===== config.mk =====
export PLATFORM = sky130hd
export DESIGN_NAME = ex_mem_stage_flat
export DESIGN_NICKNAME = d
export VERILOG_FILES = /design/src/rtl/ex_mem_stage_if.sv /design/src/rtl/ex_mem_stage.sv /design/src/flat_wrapper.sv
export SDC_FILE = /design/constraint.sdc
export NUM_CORES = 1
export LEC_CHECK = 0
export CAP_MARGIN = 10
export CORE_MARGIN = 10
export CORE_UTILIZATION = 49
export CTS_CLUSTER_DIAMETER = 100
export DETAILED_ROUTE_END_ITERATION = 16
export PLACE_DENSITY = 0.94
export SLEW_MARGIN = 25
export SYNTH_ARGS = -nofsm -noshare
export SYNTH_HDL_FRONTEND = slang
export SYNTH_SLANG_ARGS = --single-unit

===== constraint.sdc =====
create_clock -name clk -period 4.2 [get_ports clk]
set_input_delay 0.42 -clock clk [delete_from_list [all_inputs] [get_ports clk]]
set_output_delay 0.42 -clock clk [all_outputs]
set_load 0.03 [all_outputs]

===== src/rtl/ex_mem_stage_if.sv =====
// ---------------------------------------------------------------------------
// ex_mem_stage_if : EX/MEM handshake, payload and exception signal bundle
// Rev 1.0
// ---------------------------------------------------------------------------
`default_nettype none

interface ex_mem_stage_if #(
  parameter int WIDTH = 32,
  parameter int REGW  = 5
);
  logic             in_valid;
  logic             in_ready;
  logic [WIDTH-1:0] alu_y;
  logic             alu_zero;
  logic             alu_of;
  logic             of_trap;
  logic [WIDTH-1:0] pc;
  logic [REGW-1:0]  rd;
  logic             reg_write;
  logic             mem_read;
  logic             mem_write;
  logic [WIDTH-1:0] store_data;
  logic             flush;

  logic             out_valid;
  logic             out_ready;
  logic [WIDTH-1:0] out_y;
  logic [WIDTH-1:0] out_store_data;
  logic             out_zero;
  logic             out_reg_write;
  logic             out_mem_read;
  logic             out_mem_write;
  logic [REGW-1:0]  out_rd;
  logic             out_killed;

  logic             exc_valid;
  logic [WIDTH-1:0] exc_epc;
  logic             exc_pending;
  logic             exc_ack;

  // master: EX/MEM/exception-logic side; slave: the pipeline stage
  modport master (
    output in_valid, alu_y, alu_zero, alu_of, of_trap, pc, rd,
           reg_write, mem_read, mem_write, store_data, flush, out_ready, exc_ack,
    input  in_ready, out_valid, out_y, out_store_data, out_zero, out_reg_write,
           out_mem_read, out_mem_write, out_rd, out_killed,
           exc_valid, exc_epc, exc_pending
  );

  modport slave (
    input  in_valid, alu_y, alu_zero, alu_of, of_trap, pc, rd,
           reg_write, mem_read, mem_write, store_data, flush, out_ready, exc_ack,
    output in_ready, out_valid, out_y, out_store_data, out_zero, out_reg_write,
           out_mem_read, out_mem_write, out_rd, out_killed,
           exc_valid, exc_epc, exc_pending
  );
endinterface

`default_nettype wire


===== src/rtl/ex_mem_stage.sv =====
// ---------------------------------------------------------------------------
// ex_mem_stage : registered EX/MEM boundary with 2-entry skid and overflow trap
// Rev 1.0
// ---------------------------------------------------------------------------
`default_nettype none

module ex_mem_stage #(
  parameter int WIDTH = 32,
  parameter int REGW  = 5
) (
  input  logic         clk,
  input  logic         reset,
  ex_mem_stage_if.slave bus
);

  typedef struct packed {
    logic [WIDTH-1:0] y;
    logic             zero;
    logic [REGW-1:0]  rd;
    logic             reg_write;
    logic             mem_read;
    logic             mem_write;
    logic [WIDTH-1:0] store_data;
    logic             killed;
  } entry_t;

  entry_t           main_q, main_d;
  entry_t           skid_q, skid_d;
  entry_t           new_entry;
  logic             main_valid_q, main_valid_d;
  logic             skid_valid_q, skid_valid_d;
  logic             in_ready_q, in_ready_d;
  logic             exc_valid_q, exc_valid_d;
  logic             exc_pending_q, exc_pending_d;
  logic [WIDTH-1:0] exc_epc_q, exc_epc_d;

  logic             accept;
  logic             pop;
  logic             trap;
  logic             kill;
  logic             raise;

  always_comb begin
    accept = bus.in_valid & in_ready_q;
    pop    = main_valid_q & bus.out_ready;
    trap   = bus.alu_of & bus.of_trap;
    kill   = trap | exc_pending_q;

    // Squashed entries keep their result but lose every side effect
    new_entry.y          = bus.alu_y;
    new_entry.zero       = bus.alu_zero;
    new_entry.rd         = bus.rd;
    new_entry.reg_write  = bus.reg_write & ~kill;
    new_entry.mem_read   = bus.mem_read & ~kill;
    new_entry.mem_write  = bus.mem_write & ~kill;
    new_entry.store_data = bus.store_data;
    new_entry.killed     = kill;

    main_d       = main_q;
    skid_d       = skid_q;
    main_valid_d = main_valid_q;
    skid_valid_d = skid_valid_q;

    if (bus.flush) begin
      main_valid_d = 1'b0;
      skid_valid_d = 1'b0;
    end else begin
      if (pop) begin
        if (skid_valid_q) begin
          main_d       = skid_q;
          skid_valid_d = 1'b0;
        end else begin
          main_valid_d = 1'b0;
        end
      end
      // in_ready tracks an empty skid, so an accept never finds both slots full
      if (accept) begin
        if (!main_valid_q || (pop && !skid_valid_q)) begin
          main_d       = new_entry;
          main_valid_d = 1'b1;
        end else begin
          skid_d       = new_entry;
          skid_valid_d = 1'b1;
        end
      end
    end

    in_ready_d = ~skid_valid_d;

    // A new trap beats a same-cycle acknowledge of the previous one
    raise         = accept & trap & ~bus.flush & (~exc_pending_q | bus.exc_ack);
    exc_valid_d   = raise;
    exc_pending_d = raise | (exc_pending_q & ~bus.exc_ack);
    exc_epc_d     = raise ? bus.pc : exc_epc_q;
  end

  always_ff @(posedge clk) begin
    if (reset) begin
      main_q        <= '0;
      skid_q        <= '0;
      main_valid_q  <= 1'b0;
      skid_valid_q  <= 1'b0;
      in_ready_q    <= 1'b1;
      exc_valid_q   <= 1'b0;
      exc_pending_q <= 1'b0;
      exc_epc_q     <= '0;
    end else begin
      main_q        <= main_d;
      skid_q        <= skid_d;
      main_valid_q  <= main_valid_d;
      skid_valid_q  <= skid_valid_d;
      in_ready_q    <= in_ready_d;
      exc_valid_q   <= exc_valid_d;
      exc_pending_q <= exc_pending_d;
      exc_epc_q     <= exc_epc_d;
    end
  end

  assign bus.in_ready       = in_ready_q;
  assign bus.out_valid      = main_valid_q;
  assign bus.out_y          = main_q.y;
  assign bus.out_zero       = main_q.zero;
  assign bus.out_rd         = main_q.rd;
  assign bus.out_reg_write  = main_q.reg_write;
  assign bus.out_mem_read   = main_q.mem_read;
  assign bus.out_mem_write  = main_q.mem_write;
  assign bus.out_store_data = main_q.store_data;
  assign bus.out_killed     = main_q.killed;
  assign bus.exc_valid      = exc_valid_q;
  assign bus.exc_pending    = exc_pending_q;
  assign bus.exc_epc        = exc_epc_q;

endmodule

`default_nettype wire

===== src/flat_wrapper.sv =====
// flat-port wrapper written by rule: the top's interface ports become plain ports
module ex_mem_stage_flat 
#(
  parameter int WIDTH = 32,
  parameter int REGW  = 5
)
  (clk, reset, bus_in_valid, bus_alu_y, bus_alu_zero, bus_alu_of, bus_of_trap, bus_pc, bus_rd, bus_reg_write, bus_mem_read, bus_mem_write, bus_store_data, bus_flush, bus_out_ready, bus_exc_ack, bus_in_ready, bus_out_valid, bus_out_y, bus_out_store_data, bus_out_zero, bus_out_reg_write, bus_out_mem_read, bus_out_mem_write, bus_out_rd, bus_out_killed, bus_exc_valid, bus_exc_epc, bus_exc_pending);
  ex_mem_stage_if #(.WIDTH(WIDTH), .REGW(REGW)) bus_i ();
  input  logic clk;
  input  logic reset;
  input wire logic [$bits(bus_i.in_valid)-1:0] bus_in_valid;
  input wire logic [$bits(bus_i.alu_y)-1:0] bus_alu_y;
  input wire logic [$bits(bus_i.alu_zero)-1:0] bus_alu_zero;
  input wire logic [$bits(bus_i.alu_of)-1:0] bus_alu_of;
  input wire logic [$bits(bus_i.of_trap)-1:0] bus_of_trap;
  input wire logic [$bits(bus_i.pc)-1:0] bus_pc;
  input wire logic [$bits(bus_i.rd)-1:0] bus_rd;
  input wire logic [$bits(bus_i.reg_write)-1:0] bus_reg_write;
  input wire logic [$bits(bus_i.mem_read)-1:0] bus_mem_read;
  input wire logic [$bits(bus_i.mem_write)-1:0] bus_mem_write;
  input wire logic [$bits(bus_i.store_data)-1:0] bus_store_data;
  input wire logic [$bits(bus_i.flush)-1:0] bus_flush;
  input wire logic [$bits(bus_i.out_ready)-1:0] bus_out_ready;
  input wire logic [$bits(bus_i.exc_ack)-1:0] bus_exc_ack;
  output wire logic [$bits(bus_i.in_ready)-1:0] bus_in_ready;
  output wire logic [$bits(bus_i.out_valid)-1:0] bus_out_valid;
  output wire logic [$bits(bus_i.out_y)-1:0] bus_out_y;
  output wire logic [$bits(bus_i.out_store_data)-1:0] bus_out_store_data;
  output wire logic [$bits(bus_i.out_zero)-1:0] bus_out_zero;
  output wire logic [$bits(bus_i.out_reg_write)-1:0] bus_out_reg_write;
  output wire logic [$bits(bus_i.out_mem_read)-1:0] bus_out_mem_read;
  output wire logic [$bits(bus_i.out_mem_write)-1:0] bus_out_mem_write;
  output wire logic [$bits(bus_i.out_rd)-1:0] bus_out_rd;
  output wire logic [$bits(bus_i.out_killed)-1:0] bus_out_killed;
  output wire logic [$bits(bus_i.exc_valid)-1:0] bus_exc_valid;
  output wire logic [$bits(bus_i.exc_epc)-1:0] bus_exc_epc;
  output wire logic [$bits(bus_i.exc_pending)-1:0] bus_exc_pending;
  assign bus_i.in_valid = bus_in_valid;
  assign bus_i.alu_y = bus_alu_y;
  assign bus_i.alu_zero = bus_alu_zero;
  assign bus_i.alu_of = bus_alu_of;
  assign bus_i.of_trap = bus_of_trap;
  assign bus_i.pc = bus_pc;
  assign bus_i.rd = bus_rd;
  assign bus_i.reg_write = bus_reg_write;
  assign bus_i.mem_read = bus_mem_read;
  assign bus_i.mem_write = bus_mem_write;
  assign bus_i.store_data = bus_store_data;
  assign bus_i.flush = bus_flush;
  assign bus_i.out_ready = bus_out_ready;
  assign bus_i.exc_ack = bus_exc_ack;
  assign bus_in_ready = bus_i.in_ready;
  assign bus_out_valid = bus_i.out_valid;
  assign bus_out_y = bus_i.out_y;
  assign bus_out_store_data = bus_i.out_store_data;
  assign bus_out_zero = bus_i.out_zero;
  assign bus_out_reg_write = bus_i.out_reg_write;
  assign bus_out_mem_read = bus_i.out_mem_read;
  assign bus_out_mem_write = bus_i.out_mem_write;
  assign bus_out_rd = bus_i.out_rd;
  assign bus_out_killed = bus_i.out_killed;
  assign bus_exc_valid = bus_i.exc_valid;
  assign bus_exc_epc = bus_i.exc_epc;
  assign bus_exc_pending = bus_i.exc_pending;
  ex_mem_stage #(.WIDTH(WIDTH), .REGW(REGW)) u_core (.clk(clk), .reset(reset), .bus(bus_i));
endmodule

# ---- Yosys cells after proc, flatten, opt, wreduce, memory -nomap -nowiden
# Cells that the tools add are included.
dict set report word_totals {
  elab_cells 59
  output_inout_bits 110
  ff_bits 185
}
dict set report classes {
  reduce_logical 6
  bitwise_logic 19
  muxes 12
}
# cell n
set op_table {}
lappend op_table {{two-way mux 74 bit} 4}
lappend op_table {{AND 1 bit} 10}
lappend op_table {{two-way mux 1 bit} 8}
lappend op_table {{NOT 1 bit} 6}
lappend op_table {{OR 1 bit} 3}
lappend op_table {{AND reduction 3 bit} 1}
lappend op_table {{zero test 1 bit} 2}
lappend op_table {{OR reduction 2 bit} 1}
lappend op_table {{logical AND 1 bit} 1}
lappend op_table {{logical OR 1 bit} 1}

# ---- Logic depth before layout (Yosys ltp)
# Gate-level depths: netlist (run 1).
dict set report depth {
  ltp_word 7
  ltp_mapped 7
}

# ---- Worst setup path before layout (run 1)
# OpenSTA, ideal clock, no wires.
dict set report synth_path {
  path_type {register to register}
  startpoint {reg u_core.main_valid_q, in the netlist u_core.bus.out_valid}
  endpoint {reg u_core.main_q (netlist bit u_core.bus.out_store_data[20])}
  n_path_buf 3
  period_less_slack_ns 1.984
  t_arrival_ns 1.870
  path_stages_with_launch 8
  setup_slack_ns 2.216
  path_cell_list {dfxtp_1 buf_2 a22oi_1 nor3_1 nor2_1 buf_2 clkbuf_1 a21o_1}
}
dict set report synth_via {
  elab_chain_cells 5
  word_cells_on_any_way 7
}
# item line_no
set synth_rtl {}
lappend synth_rtl {{start, declared} ex_mem_stage.sv:30} ;# logic main_valid_q, main_valid_d;
lappend synth_rtl {{start signal, assigned} ex_mem_stage.sv:110} ;# main_valid_q <= main_valid_d;
lappend synth_rtl {{AND 1 bit} ex_mem_stage.sv:45} ;# pop = main_valid_q & bus.out_ready;
lappend synth_rtl {{logical AND 1 bit} ex_mem_stage.sv:78} ;# if (!main_valid_q || (pop && !skid_valid_q)) begin
lappend synth_rtl {{logical OR 1 bit} ex_mem_stage.sv:78}
lappend synth_rtl {{two-way mux 74 bit} ex_mem_stage.sv:78}
lappend synth_rtl {{two-way mux 74 bit *} ex_mem_stage.sv:77} ;# if (accept) begin
lappend synth_rtl {{end signal, assigned} ex_mem_stage.sv:108} ;# main_q <= main_d;
lappend synth_rtl {{end, declared} ex_mem_stage.sv:27} ;# entry_t main_q, main_d;
# Every way passes the cells marked *; elsewhere a longest branch is shown, timed or not.
# A chain may end at the register's enable or synchronous reset.

# ---- Worst setup path after layout (run 1)
dict set report layout_path {
  startpoint {in bus_out_ready}
  endpoint {reg u_core.main_q (netlist bit u_core.bus.out_y[14])}
}
dict set report layout_via {
  elab_chain_cells 5
  word_cells_on_any_way 6
}
# item line_no
set layout_rtl {}
lappend layout_rtl {{start, declared} flat_wrapper.sv:23} ;# input wire logic [$bits(bus_i.out_ready)-1:0] bus_out_ready;
lappend layout_rtl {{AND 1 bit *} ex_mem_stage.sv:45}
lappend layout_rtl {{logical AND 1 bit} ex_mem_stage.sv:78}
lappend layout_rtl {{logical OR 1 bit} ex_mem_stage.sv:78}
lappend layout_rtl {{two-way mux 74 bit} ex_mem_stage.sv:78}
lappend layout_rtl {{two-way mux 74 bit *} ex_mem_stage.sv:77}
# Marked as above.

==> impl_metrics.py, run 1 <==
metrics = {
    "status": {
        "outcome": "completed",
    },
    "timing": {
        "period_share": 0.562,
        "hold_violations": 0,
        "max_slew_margin": 0.362,
        "finClkSkew_ps": 8.64,
        "fmax_mhz": 423,
        "rsz0062_at_grt": "no",
        "setup-violations-final": 0,
        "finalCriticalPeriod_ps": 2360,
        "finalSetupTns_ps": 0,
        "worst_pin_slew_ps": 957,
        "hold-worst-slack_ps": 407,
        "drv_slew": 0,
    },
    "clocking": {
        "root_buffer": "clkbuf_16",
        "holdBufCountCts": 0,
        "clock-sinks": 185,
        "insertion_delay_ps": 420,
        "cts_tree": "done",
        "post_cts_buffers": 0,
        "htreeDepth": 4,
        "clk_pin_slew_worst_paths_ps": 70,
        "cts.repair.resized": 0,
        "clockBufferDepth": 2,
        "cts_buffers": 17,
    },
    "critical_path": {
        "ff2ff_setup_slack_ps": 1970,
        "regToRegStartpoint": "u_core.bus.out_valid",
        "crit_start": "bus_out_ready",
        "arrival_ps": 2730,
        "critical_path_class": "in -> reg",
        "worst_setup_path_end_kind": "register",
        "worstPathMaxFanout": 69,
        "required_ps": 4570,
        "startpoint_type": "input port",
    },
    "placed_design": {
        "place.gp.congestion": 0.806,
        "hpwl_um": 13500,
        "io_buffers": 222,
    },
    "detailed_routing": {
        "antenna_left": 0,
        "firstDrtPassIters": 5,
        "via_per_inst": 5.40,
        "wirelength_um": 19600,
        "wl_per_cell_um": 17.3,
        "drt_iter0_drc": 348,
        "vias": 6112,
        "post-route-drc-count": 0,
    },
    "worst_hold_path": {
        "hold_path_class": "in -> reg",
        "worstHoldStart": "reset",
    },
    "finish": {
        "syn_to_final_growth_pct": 42.3,
        "drive_gt1_frac": 0.0492,
        "nets": 1057,
        "diodes": 0,
    },
    "power_and_ir_drop": {
        "swShare": 0.244,
        "p_comb_frac": 0.115,
        "p_per_area_mw_per_mm2": 392,
        "p_clk_frac": 0.397,
        "p_leak_nw": 3.90,
        "netSwitchingPower_mw": 0.916,
        "irDropWorstVdd_mv": 0.368,
        "power.internal_mw": 2.84,
        "pwr-share-seq": 0.488,
    },
    "synthesis": {
        "synth_nets": 864,
        "synthCells": 751,
        "ys_types": 29,
        "ys_seq_area_frac": 0.551,
        "ys_warn_count": 0,
        "synth-seq-cells": 185,
        "syn-mean-instance-area_um2": 8.94,
        "syn_area_mm2": 0.00672,
    },
    "die": {
        "rows": 42,
        "coreArea_mm2": 0.0133,
        "die_w_um": 137,
        "die_h_um": 137,
        "die_area_mm2": 0.0188,
        "pin_count": 223,
        "initial_core_util": 0.503,
    },
    "global_route": {
        "gr-total-overflow": 0,
        "first_global_vias": 5925,
        "grt_usage": 0.203,
        "antenna_found_initial": 0,
        "grt_first_pass_wirelength_um": 30300,
        "grt_max_degree": 91,
    },
    "job": {
        "drv_cap": 0,
    },
}
-- cell families (layout without fill, tap and decap cells) --
group	count (synthesis)	count (layout)	share of synthesized area
buf+inv	60	265	0.0382
compound gates	259	259	0.266
flops	185	185	0.551
simple gates	247	247	0.145
-- critical path, stage by stage --
cell	delay, ps
clkdlybuf4s50_1	630
nand2b_1	210
a2111oi_4	370
buf_4	640
a22o_1	280
a21o_1	90
-- power by group through the flow --
stage / Sequential, mW / Clock [mW] / Combinational (mW)
floorplan: 1.95 / 0 / 0.114
finish: 1.83 / 1.49 / 0.432
global route: 1.84 / 1.58 / 0.458
global placement: 1.87 / 0 / 0.426
CTS: 1.83 / 1.51 / 0.435
detailed placement: 1.87 / 0 / 0.432
-- stage by stage --
| stage | setup WS (ps) | instance area [um2] | cells | power, mW | util |
|---|---|---|---|---|---|
| after floorplan | 2220 | 6720 | 751 | 2.07 | - |
| after global placement | 1520 | 9010 | 1101 | 2.29 | 0.675 |
| after detailed placement | 1460 | 9010 | 1101 | 2.30 | 0.675 |
| after CTS | 1900 | 9560 | 1132 | 3.77 | 0.716 |
| after global routing | 1750 | 9560 | 1132 | 3.87 | 0.716 |
| final | 1840 | 9560 | 1132 | 3.75 | 0.716 |
-- path summary, 6_finish.rpt --
kind              cells past startpoint              endpoint
hold / removal                        2     u_core.skid_q[49]
hold reg to reg                       1  u_core.bus.out_y[28]
setup / recovery                      6  u_core.bus.out_y[14]
setup reg to reg                      5  u_core.bus.out_y[17]
-- sequential cells by signal, summed over array words and instances, names as in the netlist --
register and flops:
u_core.bus.exc_epc 32, u_core.bus.out_killed 1, u_core.bus.in_ready 1, u_core.bus.out_mem_read 1, u_core.bus.out_zero 1, u_core.bus.out_mem_write 1, u_core.bus.exc_valid 1, u_core.skid_valid_q 1
u_core.skid_q 74, u_core.bus.exc_pending 1, u_core.bus.out_rd 5, u_core.bus.out_valid 1, u_core.bus.out_reg_write 1, u_core.bus.out_store_data 32, u_core.bus.out_y 32
-- placed cells by master (no fill, tap or decap), drive strengths merged --
cell type | netlist | final
a2111oi | 4 | 4
a211oi | 4 | 4
a21o | 69 | 69
a21oi | 106 | 106
a221oi | 1 | 1
a22o | 69 | 69
a22oi | 1 | 1
a31oi | 1 | 1
buf | 21 | 11
clkbuf | 37 | 22
clkdlybuf4s50 | 0 | 221
clkinv | 0 | 5
clkinvlp | 0 | 2
dfxtp | 185 | 185
inv | 2 | 4
nand2 | 215 | 215
nand2b | 2 | 2
nand3 | 3 | 3
nand3b | 1 | 1
nand4 | 1 | 1
nand4b | 1 | 1
nor2 | 14 | 14
nor2b | 4 | 4
nor3 | 3 | 3
nor3b | 1 | 1
nor4 | 1 | 1
o21ai | 1 | 1
o21bai | 2 | 2
o22ai | 1 | 1
or4 | 1 | 1
-- cells in the mapped netlist --
| cell | number | area share |
|---|---|---|
| nor4_1 | 1 | 0.00093 |
| nand3b_1 | 1 | 0.0011 |
| nand4b_1 | 1 | 0.0013 |
| a2111oi_0 | 3 | 0.0039 |
| nand4_1 | 1 | 0.00093 |
| dfxtp_1 | 185 | 0.55 |
| nor2b_1 | 4 | 0.0037 |
| nand2_1 | 215 | 0.12 |
| a21o_1 | 69 | 0.077 |
| inv_1 | 2 | 0.0011 |
| clkbuf_1 | 37 | 0.021 |
| nand3_1 | 3 | 0.0022 |
| nor2_1 | 14 | 0.0078 |
| a211oi_1 | 4 | 0.0045 |
| a31oi_1 | 1 | 0.00093 |
| a221oi_1 | 1 | 0.0013 |
| nor3_1 | 3 | 0.0022 |
| or4_1 | 1 | 0.0011 |
| buf_2 | 19 | 0.014 |
| nor3b_1 | 1 | 0.0011 |
| o21ai_0 | 1 | 0.00074 |
| o22ai_1 | 1 | 0.00093 |
| buf_4 | 2 | 0.0022 |
| o21bai_1 | 2 | 0.0022 |
| a21oi_1 | 106 | 0.079 |
| nand2b_1 | 2 | 0.0019 |
| a22o_1 | 69 | 0.090 |
| a22oi_1 | 1 | 0.0011 |
| a2111oi_4 | 1 | 0.0041 |
-- layout make-up --
| type | count | area (um2) |
|---|---|---|
| inverter | 2 | 7.51 |
| sequential | 185 | 3700 |
| clock buffer | 22 | 484 |
| multi-input combinational | 506 | 2780 |
| tap | 176 | 220 |
| fill | 974 | 3790 |
| clock inverter | 9 | 65.1 |
| timing repair buffer | 232 | 2290 |
-- per-layer routing --
metal,track usage,share of wire,up-vias
li1,-,-,2975
met1,0.223,0.40,2887
met2,0.342,0.49,218
met3,0.0931,0.093,32
met4,0.0638,0.021,0
met5,0,0,-
Power figures use the tool's default switching activity.
==> inputs of run 2 (changes only) <==
CORE_UTILIZATION = 41   (was 49)
PLACE_DENSITY = 0.85   (was 0.94)
clock period = 2.1 ns   (was 4.2 ns; I/O delays follow)
==> impl_metrics.py, run 2 (synthesized netlist as in run 1, its figures left out) <==
metrics = {
    "status": {
        "outcome": "completed",
    },
    "finish": {
        "drive_gt1_frac": 0.0599,
        "layout_common_cells": "clkdlybuf4s50_1, nand2_1, dfxtp_1",
        "syn_to_final_growth_pct": 46.5,
        "largest_reg_flops": 74,
        "nets": 1068,
        "mostFrequentLayoutCell": "clkdlybuf4s50_1",
        "regMostFlops": "u_core.skid_q",
        "finalNonFillerCells": 1184,
        "diodes": 0,
        "final_util": 0.617,
    },
    "timing": {
        "finalSetupTns_ps": 0,
        "worst_pin_slew_ps": 451,
        "max_slew_margin": 0.699,
        "setup-violations-final": 0,
        "hold_violations": 0,
        "period_share": 0.909,
        "finalCriticalPeriod_ps": 1910,
        "drv_slew": 0,
        "finClkSkew_ps": 11.5,
        "fmax_mhz": 524,
        "rsz0062_at_grt": "no",
    },
    "detailed_routing": {
        "wirelength_um": 19800,
        "firstDrtPassIters": 4,
        "wl_per_cell_um": 16.7,
        "antenna_left": 0,
        "vias": 6071,
        "post-route-drc-count": 0,
        "drt_iter0_drc": 275,
        "via_per_inst": 5.13,
    },
    "power_and_ir_drop": {
        "irDropWorstVdd_mv": 0.523,
        "finalPower_mw": 7.74,
        "p_per_area_mw_per_mm2": 787,
        "p_leak_nw": 4.00,
    },
    "die": {
        "die_h_um": 148,
        "rows": 46,
        "die_w_um": 148,
        "die_area_mm2": 0.0219,
        "pin_count": 223,
        "initial_core_util": 0.421,
        "coreArea_mm2": 0.0159,
    },
    "critical_path": {
        "critPathSlowestCell": "clkdlybuf4s50_1",
        "critPathMaxStageDelay_ps": 760,
        "worstPathMaxFanout": 10,
        "required_ps": 1890,
        "cp_cell_sequence": "clkdlybuf4s50_1",
        "arrival_ps": 1700,
        "critical_path_class": "reg -> out",
        "crit_buf_inv": 1,
        "cp_top_family": "buffers and inverters",
        "worst_setup_path_end_kind": "output pin",
        "startpoint_type": "register",
    },
    "placed_design": {
        "io_buffers": 222,
        "dp.cells": 1152,
        "place.gp.congestion": 0.804,
        "hpwl_um": 14200,
    },
    "clocking": {
        "clockBufferDepth": 2,
        "clk_pin_slew_worst_paths_ps": 70,
        "cts_tree": "done",
        "htreeDepth": 4,
        "cts.repair.resized": 0,
        "clock-sinks": 185,
        "insertion_delay_ps": 420,
        "root_buffer": "clkbuf_16",
        "holdBufCountCts": 0,
        "cts_buffers": 17,
        "post_cts_buffers": 0,
    },
    "global_route": {
        "grt_max_degree": 58,
        "antenna_found_initial": 0,
        "gr-total-overflow": 0,
        "grt_usage": 0.178,
        "grt_first_pass_wirelength_um": 31800,
        "first_global_vias": 6007,
    },
    "worst_hold_path": {
        "hold_path_class": "in -> reg",
    },
    "job": {
        "drv_cap": 0,
    },
}
==> run 2: cell count changes in the layout (fill, tap and decap cells not counted) <==
cell / change
bufinv_16: +2
clkinv_2: -2
clkinv_4: +2
or4_2: -1
clkinvlp_4: +1
buf_4: +3
clkbuf_8: -2
buf_12: +8
or4_1: +1
==> run 2: final cells by class <==
cell class | instances | area (um2)
clock buffer | 20 | 457
clock inverter | 12 | 140
fill | 1329 | 6100
inverter | 2 | 7.51
multi-input combinational | 506 | 2780
sequential | 185 | 3700
tap | 216 | 270
timing repair buffer | 243 | 2480
==> run 2: metal layers <==
layer / track usage / vias to the layer above / share of wire
li1: - / 2991 / -
met1: 0.203 / 2864 / 0.40
met2: 0.296 / 192 / 0.49
met3: 0.0702 / 24 / 0.090
met4: 0.0585 / 0 / 0.016
met5: 0 / - / 0
==> run 2: through the flow <==
step | setup WS, ps | hold slack, ps | instance area, um2
CTS | 158 | 212 | 9840
global route | 138 | 247 | 9840
floorplan | 116 | 346 | 6720
detailed placement | -3.73 | 438 | 9240
global placement | 54.6 | 432 | 9240
finish | 191 | 230 | 9840
==> run 2: final timing paths <==
check | startpoint | end | slack, ps | cells past startpoint
max | u_core.bus.out_valid | bus_out_valid | 190 | 1
max reg2reg | u_core.skid_valid_q | u_core.bus.out_y[11] | 270 | 5
min | reset | u_core.bus.exc_pending | 230 | 2
min reg2reg | u_core.bus.out_y[22] | u_core.bus.out_y[22] | 450 | 1
==> run 2: power by group <==
group / internal, mW / switching (mW) / leakage (nW)
clock network: 1.83 / 1.36 / 0.283
logic: 0.449 / 0.447 / 2.22
registers: 3.61 / 0.0546 / 1.50
total: 5.89 / 1.86 / 4.00
==> inputs of run 3 (changes only) <==
CORE_UTILIZATION = 67   (was 41)
DONT_BUFFER_PORTS = 1   (was not set)
GPL_ROUTABILITY_DRIVEN = 0   (was not set)
PLACE_DENSITY = 0.92   (was 0.85)
clock period = 2.2 ns   (was 2.1 ns; I/O delays follow)
==> impl_metrics.py, run 3 (synthesized netlist as in run 1, its figures left out) <==
metrics = {
    "timing": {
        "hold_violations": 0,
        "finalSetupTns_ps": 0,
        "worst_pin_slew_ps": 699,
        "period_share": 0.974,
        "drv_slew": 0,
        "setup-violations-final": 0,
        "hold-worst-slack_ps": 54.8,
        "max_slew_margin": 0.534,
        "finalCriticalPeriod_ps": 2140,
        "worst_slack_ps": 57.7,
        "fmax_mhz": 467,
        "finClkSkew_ps": 10.8,
        "rsz0062_at_grt": "yes",
    },
    "critical_path": {
        "crit_buf_inv": 2,
        "startpoint_type": "register",
        "required_ps": 2620,
        "cp_top_family": "simple AND/OR/NAND/NOR gates",
        "critical_path_class": "reg -> reg",
        "worstPathMaxFanout": 33,
        "reg2reg_to": "u_core.bus.exc_epc[15]",
        "regToRegStartpoint": "u_core.bus.in_ready",
        "r2r_cells": 6,
        "worst_setup_path_end_kind": "register",
        "ff2ff_setup_slack_ps": 60,
        "critPathMaxStageDelay_ps": 580,
        "cp_cell_sequence": "nand2_2 -> or4_1 -> buf_6 -> nand2_1 -> a21oi_1 -> dlygate4sd3_1",
        "critPathSlowestCell": "or4_1",
        "arrival_ps": 2560,
    },
    "global_route": {
        "use_met3": 0.105,
        "gr-total-overflow": 0,
        "grt_usage": 0.299,
        "met2_usage": 0.515,
        "grt_max_degree": 114,
        "first_global_vias": 6422,
        "met1_usage": 0.315,
        "grt-busiest-layer": "met2",
        "grt_first_pass_wirelength_um": 34800,
        "antenna_found_initial": 2,
    },
    "worst_hold_path": {
        "hold_path_depth": 4,
        "holdPathEnd": "u_core.bus.exc_epc[3]",
        "worstHoldStart": "bus_flush",
        "hold_path_class": "in -> reg",
    },
    "clocking": {
        "cts_buffers": 17,
        "root_buffer": "clkbuf_8",
        "clk_pin_slew_worst_paths_ps": 70,
        "insertion_delay_ps": 530,
        "clock-sinks": 185,
        "htreeDepth": 4,
        "post_cts_buffers": 0,
        "cts_tree": "done",
        "clockBufferDepth": 2,
    },
    "die": {
        "coreArea_mm2": 0.00977,
        "pin_count": 223,
        "die_w_um": 120,
        "die_h_um": 120,
        "die_area_mm2": 0.0144,
        "initial_core_util": 0.687,
        "rows": 36,
    },
    "placed_design": {
        "placed_area_mm2": 0.00681,
        "hpwl_um": 12200,
        "preCtsSetupSlack_ps": 296,
        "io_buffers": 0,
    },
    "detailed_routing": {
        "wl_per_cell_um": 22.7,
        "drt_iter0_drc": 883,
        "wirelength_um": 22400,
        "antenna_left": 0,
        "firstDrtPassIters": 6,
        "post-route-drc-count": 0,
        "vias": 6285,
        "via_per_inst": 6.37,
    },
    "power_and_ir_drop": {
        "p_per_area_mw_per_mm2": 836,
        "irDropWorstVdd_mv": 0.547,
        "p_leak_nw": 3.60,
    },
    "finish": {
        "design_area_mm2": 0.00851,
        "drive_gt1_frac": 0.0646,
        "layout_common_cells": "nand2_1, dfxtp_1, dlygate4sd3_1",
        "largest_reg_flops": 74,
        "mostFrequentLayoutCell": "nand2_1",
        "syn_to_final_growth_pct": 26.7,
        "final_util": 0.870,
        "nets": 951,
        "regMostFlops": "u_core.skid_q",
    },
    "job": {
        "drv_cap": 0,
    },
    "status": {
        "outcome": "completed",
    },
}
run 3: cell count changes in the layout (fill, tap and decap cells not counted), sizes merged:
cell / before / now
dlygate4sd3: 0 / 109
diode: 0 / 2
clkinv: 5 / 6
inv: 4 / 6
clkdlybuf4s50: 221 / 0
clkbuf: 20 / 19
buf: 22 / 17
clkinvlp: 3 / 1
run 3: worst max path at each step:
| stage | from | to | slack [ps] | cells after the start |
|---|---|---|---|---|
| 4_1_cts | u_core.bus.exc_pending | u_core.bus.exc_epc[9] | 10 | 6 |
| 2_1_floorplan | u_core.bus.out_valid | u_core.bus.out_store_data[20] | 220 | 7 |
| 3_3_place_gp | u_core.skid_valid_q | u_core.bus.out_y[10] | 390 | 5 |
| 6_report | u_core.bus.in_ready | u_core.bus.exc_epc[15] | 60 | 6 |
| 5_1_grt | u_core.bus.in_ready | u_core.bus.exc_pending | -30 | 6 |
| 3_5_place_dp | u_core.skid_valid_q | u_core.bus.out_y[25] | 300 | 5 |
run 3: stage by stage:
step | total power [mW] | std cells
after CTS | 7.07 | 984
final | 7.11 | 986
after detailed placement | 3.99 | 842
after global routing | 7.28 | 986
after floorplan | 3.94 | 751
after global placement | 3.97 | 842
run 3: power by group:
part | internal, mW | switching [mW] | leakage (nW) | total, mW
logic | 0.242 | 0.236 | 1.82 | 0.478
clock network | 1.63 | 1.31 | 0.277 | 2.95
registers | 3.44 | 0.245 | 1.50 | 3.69
total | 5.32 | 1.79 | 3.60 | 7.11
run 3: layout make-up:
cell class,count,area [um2]
Multi-Input combinational cell,506,2790
Tap cell,133,166
Antenna cell,2,5.00
Clock buffer,19,422
Sequential cell,185,3700
Inverter,2,7.51
Clock inverter,13,144
Fill cell,458,1270
Timing Repair Buffer,126,1270
run 3: repair_timing:
| action | 4_1_cts | 5_1_grt |
|---|---|---|
| setup endpoints to repair | 0 | 3 |
| hold endpoints to repair | 185 | 0 |
| resized for setup | 0 | 4 |
| hold buffers | 110 | 0 |
run 3: per-layer routing:
layer	vias up	routed length, um
met5	-	0
met4	0	927
met3	102	2690
met2	510	11300
met1	2902	7490
li1	2771	-
run 3: worst min-delay path, cell delays in order:
cell and delay, ps:
nor4_2 30, buf_4 170, nand2_1 70, a21oi_1 50
